[config.mk]
export PLATFORM = sky130hd
export DESIGN_NAME = dispense_scheduler
export DESIGN_NICKNAME = d
export VERILOG_FILES = /design/src/rtl/dispense_scheduler.sv
export SDC_FILE = /design/constraint.sdc
export NUM_CORES = 1
export LEC_CHECK = 0
export BUFFER_PORTS_ARGS = -buffer_cell sky130_fd_sc_hd__buf_2
export CAP_MARGIN = 20
export CORE_MARGIN = 5
export CORE_UTILIZATION = 45
export CTS_CLUSTER_DIAMETER = 120
export DETAILED_ROUTE_END_ITERATION = 6
export GPL_TIMING_DRIVEN = 0
export HOLD_SLACK_MARGIN = 0.05
export PLACE_DENSITY = 0.61
export SYNTH_ARGS = -nofsm -noshare
export SYNTH_HDL_FRONTEND = slang
export SYNTH_SLANG_ARGS = --single-unit
[constraint.sdc]
create_clock -name clk -period 5.8 [get_ports clk]
set_input_delay 1.16 -clock clk [delete_from_list [all_inputs] [get_ports clk]]
set_output_delay 1.16 -clock clk [all_outputs]
set_load 0.05 [all_outputs]
[src/rtl/dispense_scheduler.sv]
// Moisture-driven marble dispense scheduler: samples a sensor, commands the dispenser,
// supervises its done/rearm handshake with a timeout, and keeps a saturating total.
module dispense_scheduler #(
  parameter int unsigned SAMPLE_PERIOD = 200_000_000,
  parameter int unsigned TIMEOUT       = 1_000_000_000,
  parameter logic [7:0]  WET_TH        = 8'd192,
  parameter logic [7:0]  MID_TH        = 8'd128,
  parameter logic [7:0]  DRY_TH        = 8'd64
) (
  input  logic       clk,
  input  logic       rst,
  input  logic       run,
  input  logic [7:0] moisture,
  input  logic       moisture_valid,
  input  logic       done_servo_marble,
  output logic       enable_servo_marble,
  output logic [1:0] marble,
  output logic       rearm_servo,
  output logic       busy,
  output logic       fault,
  output logic [7:0] dispense_total
);

  localparam int unsigned CNT_W = 32;
  localparam int unsigned TOT_W = 8;
  localparam int unsigned SUM_W = TOT_W + 1;
  localparam logic [CNT_W-1:0] SAMPLE_LAST  = CNT_W'(SAMPLE_PERIOD - 1);
  localparam logic [CNT_W-1:0] TIMEOUT_LAST = CNT_W'(TIMEOUT - 1);

  typedef enum logic [2:0] {
    IDLE,
    WAIT_SAMPLE,
    DISPENSE,
    REARM,
    COOLDOWN,
    FAULT
  } state_t;

  state_t           state;
  logic [CNT_W-1:0] cycle_cnt;
  logic [CNT_W-1:0] wait_cnt;
  logic [1:0]       marble_c;
  logic [SUM_W-1:0] total_sum_c;
  logic             timed_out_c;

  // Wetter soil needs fewer marbles; each threshold is inclusive at its lower bound.
  always_comb begin
    if (moisture >= WET_TH)      marble_c = 2'd0;
    else if (moisture >= MID_TH) marble_c = 2'd1;
    else if (moisture >= DRY_TH) marble_c = 2'd2;
    else                         marble_c = 2'd3;
  end

  assign total_sum_c = {1'b0, dispense_total} + SUM_W'(marble);
  assign timed_out_c = (wait_cnt >= TIMEOUT_LAST);

  always_ff @(posedge clk or negedge rst) begin
    if (!rst) begin
      state               <= IDLE;
      cycle_cnt           <= '0;
      wait_cnt            <= '0;
      enable_servo_marble <= 1'b0;
      marble              <= '0;
      rearm_servo         <= 1'b0;
      busy                <= 1'b0;
      fault               <= 1'b0;
      dispense_total      <= '0;
    end else begin
      rearm_servo <= 1'b0;
      case (state)
        IDLE: begin
          if (run) begin
            state     <= WAIT_SAMPLE;
            cycle_cnt <= '0;
            busy      <= 1'b1;
          end
        end
        WAIT_SAMPLE: begin
          if (!run) begin
            state <= IDLE;
            busy  <= 1'b0;
          end else if (moisture_valid) begin
            marble <= marble_c;
            if (marble_c == 2'd0) begin
              state     <= COOLDOWN;
              cycle_cnt <= '0;
            end else begin
              state               <= DISPENSE;
              enable_servo_marble <= 1'b1;
              wait_cnt            <= '0;
            end
          end
        end
        DISPENSE: begin
          // The wait counter keeps running through REARM so the whole handshake is bounded.
          if (done_servo_marble) begin
            state               <= REARM;
            enable_servo_marble <= 1'b0;
            rearm_servo         <= 1'b1;
            wait_cnt            <= wait_cnt + CNT_W'(1);
            dispense_total      <= total_sum_c[TOT_W] ? '1 : total_sum_c[TOT_W-1:0];
          end else if (timed_out_c) begin
            state               <= FAULT;
            enable_servo_marble <= 1'b0;
            fault               <= 1'b1;
          end else begin
            wait_cnt <= wait_cnt + CNT_W'(1);
          end
        end
        REARM: begin
          if (!done_servo_marble) begin
            state     <= run ? COOLDOWN : IDLE;
            busy      <= run;
            cycle_cnt <= '0;
          end else if (timed_out_c) begin
            state <= FAULT;
            fault <= 1'b1;
          end else begin
            wait_cnt <= wait_cnt + CNT_W'(1);
          end
        end
        COOLDOWN: begin
          if (!run) begin
            state <= IDLE;
            busy  <= 1'b0;
          end else if (cycle_cnt >= SAMPLE_LAST) begin
            state <= WAIT_SAMPLE;
          end else begin
            cycle_cnt <= cycle_cnt + CNT_W'(1);
          end
        end
        FAULT: begin
          enable_servo_marble <= 1'b0;
          busy                <= 1'b1;
        end
        default: begin
          state <= IDLE;
          busy  <= 1'b0;
        end
      endcase
    end
  end

endmodule

; ---- After elaboration in Yosys (flattened, before gate mapping)
; Cells that the tools add are included.
[totals]
inputBits = 13
regBits = 81
latch_bits = 0
out_inout_bits = 14
elab_cells = 99
n_memories = 0
mem_bits_ro = 0
ramBits = 0
[classes]
n_bitwise = 2
mux = 46
reduce_logical = 15
shifts = 0
n_eq_ne = 19
addsub = 3
n_mul = 0
n_div = 0
order_cmp = 5
[ops]
columns = operator, count
row1 = two-way mux 32 bit, 13
row2 = one-hot mux 32 bit (4 select lines), 1
row3 = one-hot mux 32 bit (3 select lines), 1
row4 = "adder 32 x 1 -> 32 bit, second input constant", 2
row5 = ">= comparator 32 x 28 -> 1 bit, second input constant", 1
row6 = ">= comparator 32 x 30 -> 1 bit, second input constant", 1
row7 = two-way mux 3 bit, 10
row8 = "!= test 2 bit, second input constant", 11
row9 = one-hot mux 3 bit (6 select lines), 1
row10 = ">= comparator 8 bit, second input constant", 2
row11 = two-way mux 1 bit, 14
row12 = AND reduction 5 bit, 2
row13 = adder 8 x 2 -> 9 bit, 1
row14 = "!= test 3 bit, second input constant", 3
row15 = ">= comparator 8 x 7 -> 1 bit, second input constant", 1
row16 = two-way mux 8 bit, 1
row17 = AND reduction 4 bit, 2
row18 = AND reduction 8 bit, 1
row19 = "equality test 3 x 2 -> 1 bit, second input constant", 2
row20 = "equality test 3 bit, second input constant", 2
row21 = AND reduction 3 bit, 2
row22 = nonzero test 3 bit, 2
row23 = one-hot mux 1 bit (5 select lines), 1
row24 = two-way mux 2 bit, 2
row25 = 10 further kinds, 11

; ---- Longest topological paths before layout
[depth]
word_depth = 9
ltp_mapped = 10
mapped_depth_nobuf = 7

; ---- Worst setup path before layout
; No wires, ideal clock.
[synth_path]
path_type = input to register
start = input port run
end = register cycle_cnt[17]
cell_stages = 8
path_slack_ns = 2.932
path_buffers = 2
setup_time_ns = 0.134
required_time_ns = 5.666
t_arrival_ns = 2.734
path_cell_list = nor2b_1 nor2_1 or3_1 or3_1 clkbuf_1 clkbuf_1 o21ai_0 o31ai_1
[synth_between]
elab_chain_len = 2
word_cells_on_any_way = 4
classes_between = eq/ne: 3 / reduce/logical: 1
[synth_lines]
columns = item, line_no
row1 = start: declaration, 12  ; input logic run,
row2 = != test 2 bit (no source line), -
row3 = AND reduction 8 bit (no source line) (*), -
row4 = end signal: assignment, 129  ; cycle_cnt <= cycle_cnt + CNT_W'(1);
row5 = end: declaration, 40  ; logic [CNT_W-1:0] cycle_cnt;
; Every way passes the cells marked *; elsewhere a longest branch is shown, timed or not.
; A chain may end at the register's enable or synchronous reset.

; ---- Worst setup path in the final report
[layout_path]
start = register cycle_cnt[29]
end = register state[0]
[layout_between]
elab_chain_len = 3
[layout_lines]
columns = item, line_no
row1 = >= comparator 32 x 28 -> 1 bit, 126  ; end else if (cycle_cnt >= SAMPLE_LAST) begin
row2 = != test 3 bit (no source line), -
row3 = AND reduction 4 bit (no source line), -
row4 = end signal: assignment, 112  ; state <= run ? COOLDOWN : IDLE;
row5 = end: declaration, 39  ; state_t state;
; Every way passes these cells.

==> reports/metrics.csv <==
stage,metric,value,unit
status,status,finished clean,
timing,final worst slack,2.580,ns
placed_design,Post-DP Area,5010,um2
global_routing,first-pass GRT wire length,20380,um
timing,post-route clock period utilization,55.52,%
setup_path,"slowest stage delay, CP",0.62,ns
timing,final clock skew,0.004630,ns
synth,Netlist cell types,55,
final_layout,"Cell Count, Final, Fillers Out",716,
synth,asr flop ratio synth,100.0,%
global_routing,largest net degree at the start of global routing,56,
final_layout,area grow syn2layout,10.55,%
synth,sequential fraction of the synthesis area,43.04,%
power,peak supply drop,0.0002393,V
placed_design,Detailed Place HPWL,8320,um
timing,final hold violations,0,
placed_design,count of input and output buffers,20,
final_layout,Filler cells,999,
floorplan,Initial Utilization,45.82,%
route,Total Wirelength,11810,um
placed_design,Post-Place Cells,700,
timing,worst hold slack,0.4822,ns
synth,Yosys warnings,0,
route,post-route DRC violation count,0,
setup_path,worst path cell trace,nor4_1 -> a21oi_1 -> a2111oi_0 -> or3_1 -> clkbuf_1 -> clkbuf_1 -> o211ai_1 -> o21ai_0,
route,WL per Instance,16.50,um
setup_path,WS Path Type,reg -> reg,
power,P per Cell Area,356.4,nW/um2
synth,Synth Instances,543,
final_layout,most frequent cells in the layout,"dfrtp_1 (81), nand2_1 (53), o21ai_0 (49)",
worst_hold_path,Hold Crit Class,reg -> reg,
floorplan,core area,10280,um2
power,"Power, Total",1.856,mW
synth,top_reg_cell synth,dfrtp_1,
global_routing,GRT Total Usage,19.40,%
clock_tree,root buffer cell,clkbuf_8,
synth,Synth Area per Inst,8.673,um2
clock_tree,worst-skew pair later-pin latency,0.35,ns
timing,Rel. slew slack,43.74,%
clock_tree,CTS hold repair buffers,0,
final_layout,"commonest non-fill, non-tap cell in the layout",dfrtp_1,
route,DR iter-0 viols,366,
timing,post-route minimum period,3.220,ns
synth,syn_nets,561,
setup_path,CP max-delay cell,a2111oi_0,
final_layout,layout cells sized above 1,9.138,%
timing,setup violators final,0,
route,Vias,4346,
placed_design,routability congestion estimate,0.8373,
floorplan,Die Height,112.3,um
final_layout,NumNets Final,593,
clock_tree,CTS tree,done,
clock_tree,CTS sink cnt,81,
synth,Seq cells post-synth,81,
final_layout,"Design Area, Final",5206,um2
global_routing,gr ovfl total,0,
floorplan,die width,112.3,um
route,drt pass-1 iters,5,
power,Leak,2.142,nW
clock_tree,"Reg clk slew, reported paths",0.08,ns
timing,Setup TNS,0,ns
global_routing,initial antenna violation count,0,
synth,"Cell Area, Synth",4710,um2
setup_path,Startpoint Class,flop,
timing,worst slew pin tran,0.8362,ns
clock_tree,htree depth,3,
placed_design,Placement Setup Slack,2.257,ns
route,Final ANT Viol Nets,0,
setup_path,family with the most delay on the worst path,compound AO/OA/AOI/OAI gates,
floorplan,Rows,37,
global_routing,vias in the first global route,4114,
floorplan,I/O pin count,27,
timing,maximum clock rate,310.5,MHz
clock_tree,clk buf depth,2,
timing,"Slew Viols, Final",0,
setup_path,R2R setup slack,2.58,ns
timing,RSZ-0062 raised after global routing,false,
synth,number of enable flip-flop cells after synthesis,0,
setup_path,worst path bufs/invs,2,
final_layout,ANT cells,0,
floorplan,Die Area,12610,um2
route,vias per cell,6.070,
setup_path,CP endpoint kind,flop,
final_layout,final core occ,50.66,%
clock_tree,CTS resizes,0,
setup_path,crit-path max FO,10,
setup_path,Worst Path Required,6.08,ns
setup_path,Worst EP arrival,3.50,ns
setup_path,most frequent CP cell,clkbuf_1,
clock_tree,post-CTS setup buffers,0,
clock_tree,TritonCTS buffer count,9,
run,MaxCap Viol Count,0,
## worst reg2reg max path, cell delays in order, from the launching register on
cell	delay, ns
dfrtp_1	0.41
nor4_1	0.54
a21oi_1	0.12
a2111oi_0	0.62
or3_1	0.20
clkbuf_1	0.37
clkbuf_1	0.55
o211ai_1	0.16
o21ai_0	0.18
## cell type report
| cell class | count | area, um2 | area share [%] |
|---|---|---|---|
| clock inverters | 5 | 55.05 | 1.057 |
| plain buffers | 28 | 151.4 | 2.908 |
| flip-flops and latches | 81 | 2027 | 38.93 |
| repair buffers | 21 | 130.1 | 2.499 |
| clock buffers | 11 | 141.4 | 2.716 |
| inverters | 13 | 48.80 | 0.9373 |
| well taps | 136 | 170.2 | 3.268 |
| multi-input cells | 421 | 2482 | 47.68 |
## power by group
group / leakage (nW) / switching, mW / internal [mW]
clock: 0.0953 / 0.214 / 0.210
sequential: 1.10 / 0.0600 / 0.623
combinational: 0.943 / 0.526 / 0.223
total: 2.14 / 0.800 / 1.06
## registers in the layout, summed over array words and instances (netlist names)
signal and cells:
busy 1, cycle_cnt 32, dispense_total 8, enable_servo_marble 1, fault 1, marble 2
rearm_servo 1, state 3, wait_cnt 32
## cells by family after synthesis
kind of cell / count (synthesis) / share of synthesized area [%]
and+or+nand+nor: 250 / 28.35
AOI/OAI and AO/OA: 163 / 22.29
DFF: 81 / 43.04
buffers and inverters: 41 / 4.251
adders and majority gates: 5 / 1.488
xor gates and xnor gates: 2 / 0.3720
muxes: 1 / 0.2125
## path summary, 6_finish.rpt
kind / startpoint / endpoint / depth (start not counted)
worst min-delay path: fault / fault / 1
worst max-delay path: cycle_cnt[29] / state[0] / 8
min in group asynchronous: rst / dispense_total[6] / 1
worst max register to register: cycle_cnt[29] / state[0] / 8
worst min register to register: fault / fault / 1
max in group asynchronous: rst / cycle_cnt[0] / 2
## synthesized netlist by cell type, types with 8 or more instances
master	number	area, um2
nand4_1	15	93.84
nor2_1	38	142.6
nor3_1	12	60.06
o31ai_1	23	172.7
and3_1	16	100.1
nand2_1	53	198.9
or4_1	15	112.6
a31oi_1	12	75.07
inv_1	13	48.80
and2_1	8	50.05
nor2b_1	9	56.30
nand3_1	32	160.2
o21ai_0	49	245.2
a21oi_1	32	160.2
or3_1	19	118.9
o211ai_1	16	120.1
nand2b_1	11	68.82
clkbuf_1	22	82.58
dfrtp_1	81	2027
## per-layer routing
metal	wire length (um)	GRT usage, %
met5	0	0
met4	147	6.490
met3	590	2.318
met2	5232	29.08
met1	5841	29.10
(Power assumes the default switching activity.)
